==> src/rtl/mac_feeder.sv <==
// Operand sequencer for the mac accumulator: it buffers one A-row and one B-column,
// streams them into the MAC, and returns the dot product on a valid/ready port.
module mac_feeder #(
    parameter int unsigned DEPTH  = 8,
    parameter int unsigned DATA_W = 8,
    parameter int unsigned ACC_W  = 19
) (
    input  logic              clk,
    input  logic              rst,
    input  logic              wr_en,
    input  logic              wr_sel,
    input  logic [2:0]        wr_addr,
    input  logic [DATA_W-1:0] wr_data,
    input  logic              start,
    input  logic [3:0]        len,
    output logic              busy,
    output logic              macc_clear,
    output logic [DATA_W-1:0] inA,
    output logic [DATA_W-1:0] inB,
    input  logic [ACC_W-1:0]  macc_out,
    output logic              res_valid,
    output logic [ACC_W-1:0]  res_data,
    input  logic              res_ready
);

    localparam int unsigned LEN_W = 4;
    localparam int unsigned AW    = $clog2(DEPTH);

    typedef enum logic [2:0] {
        IDLE,
        CLEAR,
        STREAM,
        DRAIN,
        HOLD
    } state_t;

    state_t            state;
    logic [DATA_W-1:0] buf_a [DEPTH];
    logic [DATA_W-1:0] buf_b [DEPTH];
    logic [LEN_W-1:0]  len_q;
    logic [LEN_W-1:0]  k_q;
    logic              drain_q;

    // Operand/clear registers are loaded from the current state, so the MAC sees each
    // phase one cycle after the FSM enters it; drain_q marks the cycle where the last
    // product has landed in macc_out and can be captured.
    always_ff @(posedge clk) begin
        if (rst) begin
            state      <= IDLE;
            busy       <= 1'b0;
            macc_clear <= 1'b1;
            inA        <= '0;
            inB        <= '0;
            res_valid  <= 1'b0;
            res_data   <= '0;
            len_q      <= '0;
            k_q        <= '0;
            drain_q    <= 1'b0;
            for (int i = 0; i < DEPTH; i++) begin
                buf_a[i] <= '0;
                buf_b[i] <= '0;
            end
        end else begin
            macc_clear <= 1'b0;
            inA        <= '0;
            inB        <= '0;
            drain_q    <= 1'b0;

            // Buffers are frozen for the whole job.
            if (wr_en && !busy) begin
                if (wr_sel) buf_b[wr_addr] <= wr_data;
                else        buf_a[wr_addr] <= wr_data;
            end

            case (state)
                IDLE: begin
                    if (start) begin
                        state <= CLEAR;
                        busy  <= 1'b1;
                        len_q <= (len > LEN_W'(DEPTH)) ? LEN_W'(DEPTH) : len;
                        k_q   <= '0;
                    end
                end
                CLEAR: begin
                    macc_clear <= 1'b1;
                    state      <= (len_q == '0) ? DRAIN : STREAM;
                end
                STREAM: begin
                    inA <= buf_a[k_q[AW-1:0]];
                    inB <= buf_b[k_q[AW-1:0]];
                    k_q <= k_q + LEN_W'(1);
                    if (k_q == len_q - LEN_W'(1)) state <= DRAIN;
                end
                DRAIN: begin
                    drain_q <= 1'b1;
                    state   <= HOLD;
                end
                HOLD: begin
                    if (drain_q) begin
                        res_data  <= macc_out;
                        res_valid <= 1'b1;
                    end else if (res_valid && res_ready) begin
                        res_valid <= 1'b0;
                        busy      <= 1'b0;
                        state     <= IDLE;
                    end
                end
                default: begin
                    state <= IDLE;
                    busy  <= 1'b0;
                end
            endcase
        end
    end

endmodule

==> config.mk <==
export PLATFORM = sky130hd
export DESIGN_NAME = mac_feeder
export DESIGN_NICKNAME = d
export VERILOG_FILES = /design/src/rtl/mac_feeder.sv
export SDC_FILE = /design/constraint.sdc
export NUM_CORES = 1
export LEC_CHECK = 0
export ABC_AREA = 1
export CAP_MARGIN = 40
export CORE_ASPECT_RATIO = 2
export CORE_UTILIZATION = 40
export CTS_BUF_LIST = sky130_fd_sc_hd__clkbuf_8
export CTS_CLUSTER_DIAMETER = 50
export DETAILED_ROUTE_END_ITERATION = 8
export GPL_TIMING_DRIVEN = 1
export PLACE_DENSITY = 0.73
export SLEW_MARGIN = 5
export SYNTH_ARGS = -nofsm -noshare
export SYNTH_HDL_FRONTEND = slang
export SYNTH_SLANG_ARGS = --single-unit
==> constraint.sdc <==
create_clock -name clk -period 1.5 [get_ports clk]
set_input_delay 0.225 -clock clk [delete_from_list [all_inputs] [get_ports clk]]
set_output_delay 0.225 -clock clk [all_outputs]
set_load 0.01 [all_outputs]
==> results of run 1 <==
synthesized netlist by cell type (3+ instances only):
| library cell | instances |
|---|---|
| dfxtp_1 | 50 |
| clkbuf_1 | 21 |
| buf_2 | 12 |
| buf_6 | 3 |
| nand4_4 | 16 |
| inv_2 | 6 |
| o22ai_1 | 32 |
| edfxtp_1 | 128 |
| inv_1 | 24 |
| o21ai_0 | 80 |
| a21oi_1 | 27 |
| o21ai_1 | 4 |
| ha_1 | 3 |
| nor2_1 | 238 |
| nand3_1 | 5 |
| nand2_1 | 92 |
| buf_4 | 7 |
logic make-up after synthesis:
group | count (synthesis)
buffers and inverters | 76
AO/OA/AOI/OAI | 148
adder cells (fa/ha/maj) | 3
flip-flops | 178
AND/OR/NAND/NOR | 359
XOR/XNOR | 1
cell type report:
| class | instances | area (um2) |
|---|---|---|
| Tap cell | 255 | 319 |
| Fill cell | 1636 | 8910 |
| Sequential cell | 178 | 4850 |
| Clock inverter | 14 | 121 |
| Clock buffer | 18 | 248 |
| Multi-Input combinational cell | 511 | 2590 |
| Timing Repair Buffer | 161 | 1670 |
| Inverter | 31 | 121 |
power by group through the flow:
stage / clock [mW] / combinational, mW / sequential [mW]
floorplan: 0 / 1.38 / 5.72
global placement: 0 / 2.45 / 5.72
detailed placement: 0 / 2.50 / 5.73
CTS: 3.11 / 2.48 / 5.61
global route: 3.30 / 2.73 / 5.64
finish: 3.08 / 2.52 / 5.62
critical path, stage by stage (launching register included):
cell and delay (ns):
dfxtp_1 0.33, inv_2 0.08, nand3_4 0.14, nor2_8 0.13, buf_12 0.16, nand4_4 0.08, nand2_1 0.11, buf_12 0.13
timing repair:
| item | 4_1_cts | 5_1_grt |
|---|---|---|
| pin swaps | 0 | 1 |
| setup endpoints to repair | 134 | 102 |
| gates resized for setup | 50 | 13 |
metrics by stage:
stage               utilization  power, mW
global placement          0.507       8.18
floorplan                     -       7.10
global route              0.527       11.7
detailed placement        0.507       8.22
CTS                       0.525       11.2
finish                    0.527       11.2
layer usage:
metal / wire (um) / vias up / GRT usage
met4: 1200 / 0 / 0.141
met2: 11600 / 233 / 0.427
met3: 963 / 68 / 0.0418
li1: - / 2880 / -
met5: 0 / - / 0
met1: 6520 / 2777 / 0.180
registers in the layout, indices dropped and copies added (netlist names):
register    flops
inA             8
state           3
busy            1
len_q           4
drain_q         1
buf_a          64
res_data       19
macc_clear      1
k_q             4
buf_b          64
inB             8
res_valid       1
worst paths after layout:
path / start / end / slack [ns] / depth (start not counted)
max reg2reg: busy / buf_b[7][6] / 0.05 / 7
max: busy / buf_b[7][6] / 0.05 / 7
min: macc_out[17] / res_data[17] / 0.29 / 3
min reg2reg: res_data[12] / res_data[12] / 0.46 / 2
==> run metrics, run 1 <==
HPWL Detailed=14.7 mm; post-route cell area=0.00992 mm2; ANT cells=0; flops & latches, synth=between 150 and 200; PortBufs=77; Synth Area in Compound Gates=0.103; wire per inst=17.4 um; Synth area leaders=edfxtp_1 (50%), dfxtp_1 (13%), nor2_1 (12%); CORE AREA=roughly 0.019 mm2; Final nets=943; leakage power=4.02 nW; CTS buffer count=17; via count=5,958; DP Cell Count=1,136; die area=about 0.020 mm2; Setup crit end kind=flip-flop; Mean Syn Cell Area=10.1 um2; Mapped Cells=765; Tot GR Track Use=0.213; CP Launch Type=flip-flop; DR iter-0 viols=442; CTS max path bufs=2; CTS tree=yes; post-synthesis mux area share=0; Die Span Y=199 um; ys async rst share=0; sequential power share=0.501; Final Cycle Share=0.964; unrepaired setup endpoints after global routing=yes; Internal Pwr Total=roughly 7.8 mW; antenna violations before repair=0; final max-slew violation count=0; Max Clock Skew=between 0.015 and 0.02 ns; Switching Fraction=0.308; setup TNS=0 ns; total nets after synthesis=808; Finished Layout Cells=1,168; worst ir drop on vdd=0.000516 V; Ports=78; Clock Latency Late Sink=0.49 ns; f_max=691 MHz; final worst path period need=around 1.4 ns; Hold/Removal Path Class=input pin to flip-flop; most common cell after layout, fill and taps aside=nor2_1; H-tree depth=4; xor/xnor share of the synthesized area=0.00113; GR Overflow Total=0; clock share of power=0.274; Critical Path Fanout Max=8; pin count of the biggest net entering global routing=38; ANT nets after route=0; Reg clk slew, reported paths=~0.10 ns; Final Hold Vio Count=0; vias in the first global route=~6,000; Total Wirelength=20.3 mm; # setup viols final=0; Die Wd=100 um; row count=between 70 and 80; WP data arrival=about 1.7 ns; clock sink total=178; routed vias/inst=5.10; final hold slack=0.288 ns; Psw=roughly 3.5 mW; Hold-fix buffers, CTS=0; Ys Warns=0; Main synth FF type=edfxtp_1; Post-route DRC=0; largest family of logic cells by synthesized area=simple AND/OR/NAND/NOR gates; worst-margin pin slew=0.475 ns; Post-CTS Setup Bufs=0; worst slack, placed=-0.384 ns; Layout area overhead=28.2%; status=completed; placed inst area=between 0.009 and 0.01 mm2; post-synthesis sequential area ratio=0.626; Setup WS post-layout=0.0535 ns; drt pass-1 iters=6; PwrDens=1130 mW/mm2; layout cell share with drive strength beyond 1=0.180; Yosys top cell by area=edfxtp_1; first-pass GRT wire length=30.4 mm; Rel. slew slack=0.680; EDFF count, synth=approximately 130; Unique masters post-synth=30; simple-gate area share of the yosys netlist=0.220; GPL Wtd Cong=0.898; Gate power share=0.224; max_cap viols=0; area share of the largest cell type after synthesis=0.497; Crit Path Class=flip-flop to flip-flop; critical path data required time=1.71 ns; post-synthesis adder-cell area fraction=0.00485; Post-Syn Area=between 0.007 and 0.008 mm2; highest-count cells in the layout ignoring fill and taps=nor2_1 (238), edfxtp_1 (128), nand2_1 (78), o21ai_0 (78), buf_4 (57); starting density of the core=0.411; root buffer cell=clkbuf_8
Power figures use the tool's default switching activity.
==> run 2, diff against run 1 <==
==> constraint.sdc (replaced) <==
create_clock -name clk -period 1.3 [get_ports clk]
set_input_delay 0.195 -clock clk [delete_from_list [all_inputs] [get_ports clk]]
set_output_delay 0.195 -clock clk [all_outputs]
set_load 0.01 [all_outputs]
==> run metrics, run 2 (same netlist as run 1, synthesis figures left out) <==
critical path data required time=1.49 ns (was 1.71 ns); Rel. slew slack=0.593 (was 0.680); root buffer cell=clkbuf_8 (unchanged); GR Overflow Total=0 (unchanged); Setup WS post-layout=-0.127 ns (was 0.0535 ns); Reg clk slew, reported paths=0.09 ns (was 0.10 ns); final hold slack=0.263 ns (was 0.288 ns); HPWL Detailed=14.4 mm (was 14.7 mm); PwrDens=1250 mW/mm2 (was 1130 mW/mm2); final worst path period need=1.43 ns (was 1.45 ns); DR iter-0 viols=486 (was 442); die area=0.0199 mm2 (unchanged); Clock Latency Late Sink=0.49 ns (about the same); GR Util met3=0.0411 (was 0.0418); Crit Path Class=flip-flop to flip-flop (unchanged); Tot GR Track Use=0.228 (was 0.213); GPL Wtd Cong=0.863 (was 0.898); failing checks=negative setup slack; clock sink total=178 (unchanged); Max Clock Skew=0.0163 ns (was 0.0152 ns); post-route cell area=0.0114 mm2 (was 0.00992 mm2); Total Power=14.3 mW (was 11.2 mW); ANT cells=0 (unchanged); via count=6,403 (was 5,958); met1 Use GR=0.209 (was 0.180); Layout area overhead=48.0% (was 28.2%); CTS max path bufs=2 (unchanged); PortBufs=77 (unchanged); grt peak-use layer=met2 (unchanged); # fillers=1,393 (was 1,636); Setup crit end kind=flip-flop (unchanged); Hold-fix buffers, CTS=0 (unchanged); ANT nets after route=0 (unchanged); Post-route DRC=0 (unchanged); CTS buffer count=17 (unchanged); wire per inst=20.2 um (was 17.4 um); routed vias/inst=5.44 (was 5.10); worst-margin pin slew=0.610 ns (was 0.475 ns); Total Wirelength=23.8 mm (was 20.3 mm); layout cell share with drive strength beyond 1=0.419 (was 0.180); CP Launch Type=flip-flop (unchanged); first-pass GRT wire length=32.8 mm (was 30.4 mm); worst ir drop on vdd=0.00101 V (was 0.000516 V); placed inst area=0.00950 mm2 (was 0.00954 mm2); setup TNS=-17.81 ns (was 0 ns); antenna violations before repair=0 (unchanged); Ports=78 (unchanged); Hold/Removal Path Class=input pin to flip-flop (unchanged); pin count of the biggest net entering global routing=23 (was 38); most common cell after layout, fill and taps aside=edfxtp_1 (was nor2_1); CORE AREA=0.0188 mm2 (unchanged); unrepaired setup endpoints after global routing=yes (unchanged); Die Span Y=199 um (unchanged); Die Wd=100 um (unchanged); CTS tree=yes (unchanged); H-tree depth=4 (unchanged); WP data arrival=1.62 ns (was 1.66 ns); starting density of the core=0.411 (unchanged); Final Cycle Share=1.10 (was 0.964); Final nets=953 (was 943); routing usage on met2=0.447 (was 0.427); drt pass-1 iters=5 (was 6); Finished Core Util=0.608 (was 0.527); status=finished, violations left (was completed); # setup viols final=261 (was 0); vias in the first global route=6,134 (was 5,989); f_max=701 MHz (was 691 MHz); Critical Path Fanout Max=8 (unchanged); max_cap viols=0 (unchanged); leakage power=4.20 nW (was 4.02 nW); Largest regs=buf_a (64), buf_b (64), res_data (19) (unchanged); highest-count cells in the layout ignoring fill and taps=edfxtp_1 (128), nor2_1 (103), nor2_4 (92) (was nor2_1 (238), edfxtp_1 (128), nand2_1 (78), o21ai_0 (78), buf_4 (57)); row count=71 (unchanged); Final Hold Vio Count=0 (unchanged); final max-slew violation count=0 (unchanged)
==> run 2: layout make-up <==
| class | count | area [um2] | share of cell area |
|---|---|---|---|
| clock buffer | 18 | 248 | 0.0216 |
| clock inverter | 14 | 124 | 0.0108 |
| inverter | 31 | 139 | 0.0121 |
| multi-input combinational | 511 | 3790 | 0.331 |
| sequential | 178 | 4860 | 0.424 |
| tap | 255 | 319 | 0.0279 |
| timing repair buffer | 169 | 1960 | 0.171 |
| timing repair inverter | 2 | 13.8 | 0.00120 |
==> run 2: final timing paths <==
path,from,end,slack [ns],depth (start not counted)
max,busy,buf_b[3][6],-0.13,6
max reg2reg,busy,buf_b[3][6],-0.13,6
min,macc_out[18],res_data[18],0.26,3
min reg2reg,res_data[16],res_data[16],0.47,2
==> run 2: what timing repair did <==
action,CTS,global route
endpoints found under the setup margin,334,315
gates resized for setup,185,343
gates cloned,4,4
buffers inserted,1,4
pin swaps,7,23
==> run 2: power by group <==
| part | switching, mW | leakage [nW] | internal (mW) | total [mW] |
|---|---|---|---|---|
| Combinational | 2.25 | 2.25 | 1.75 | 4.00 |
| Sequential | 0.170 | 1.73 | 6.37 | 6.54 |
| Clock | 2.01 | 0.214 | 1.72 | 3.73 |
| Total | 4.43 | 4.20 | 9.84 | 14.3 |
==> run 2: metrics by stage <==
step / std cells / worst slack [ns]
floorplan: 765 / -0.144
global route: 1178 / -0.183
detailed placement: 1134 / -0.503
finish: 1178 / -0.127
global placement: 1134 / -0.477
CTS: 1171 / -0.108
==> run 2: worst max-delay path: stages (launching register included) <==
cell and delay, ns:
dfxtp_2 0.33, inv_2 0.07, nand3_4 0.14, nor2_8 0.14
buf_12 0.15, nand4_4 0.13, nand2_4 0.18
==> run 2: routing by layer <==
layer,vias to the layer above,share of wire
li1,2913,-
met1,3120,0.32
met5,-,0
met2,284,0.57
met3,86,0.050
met4,0,0.058
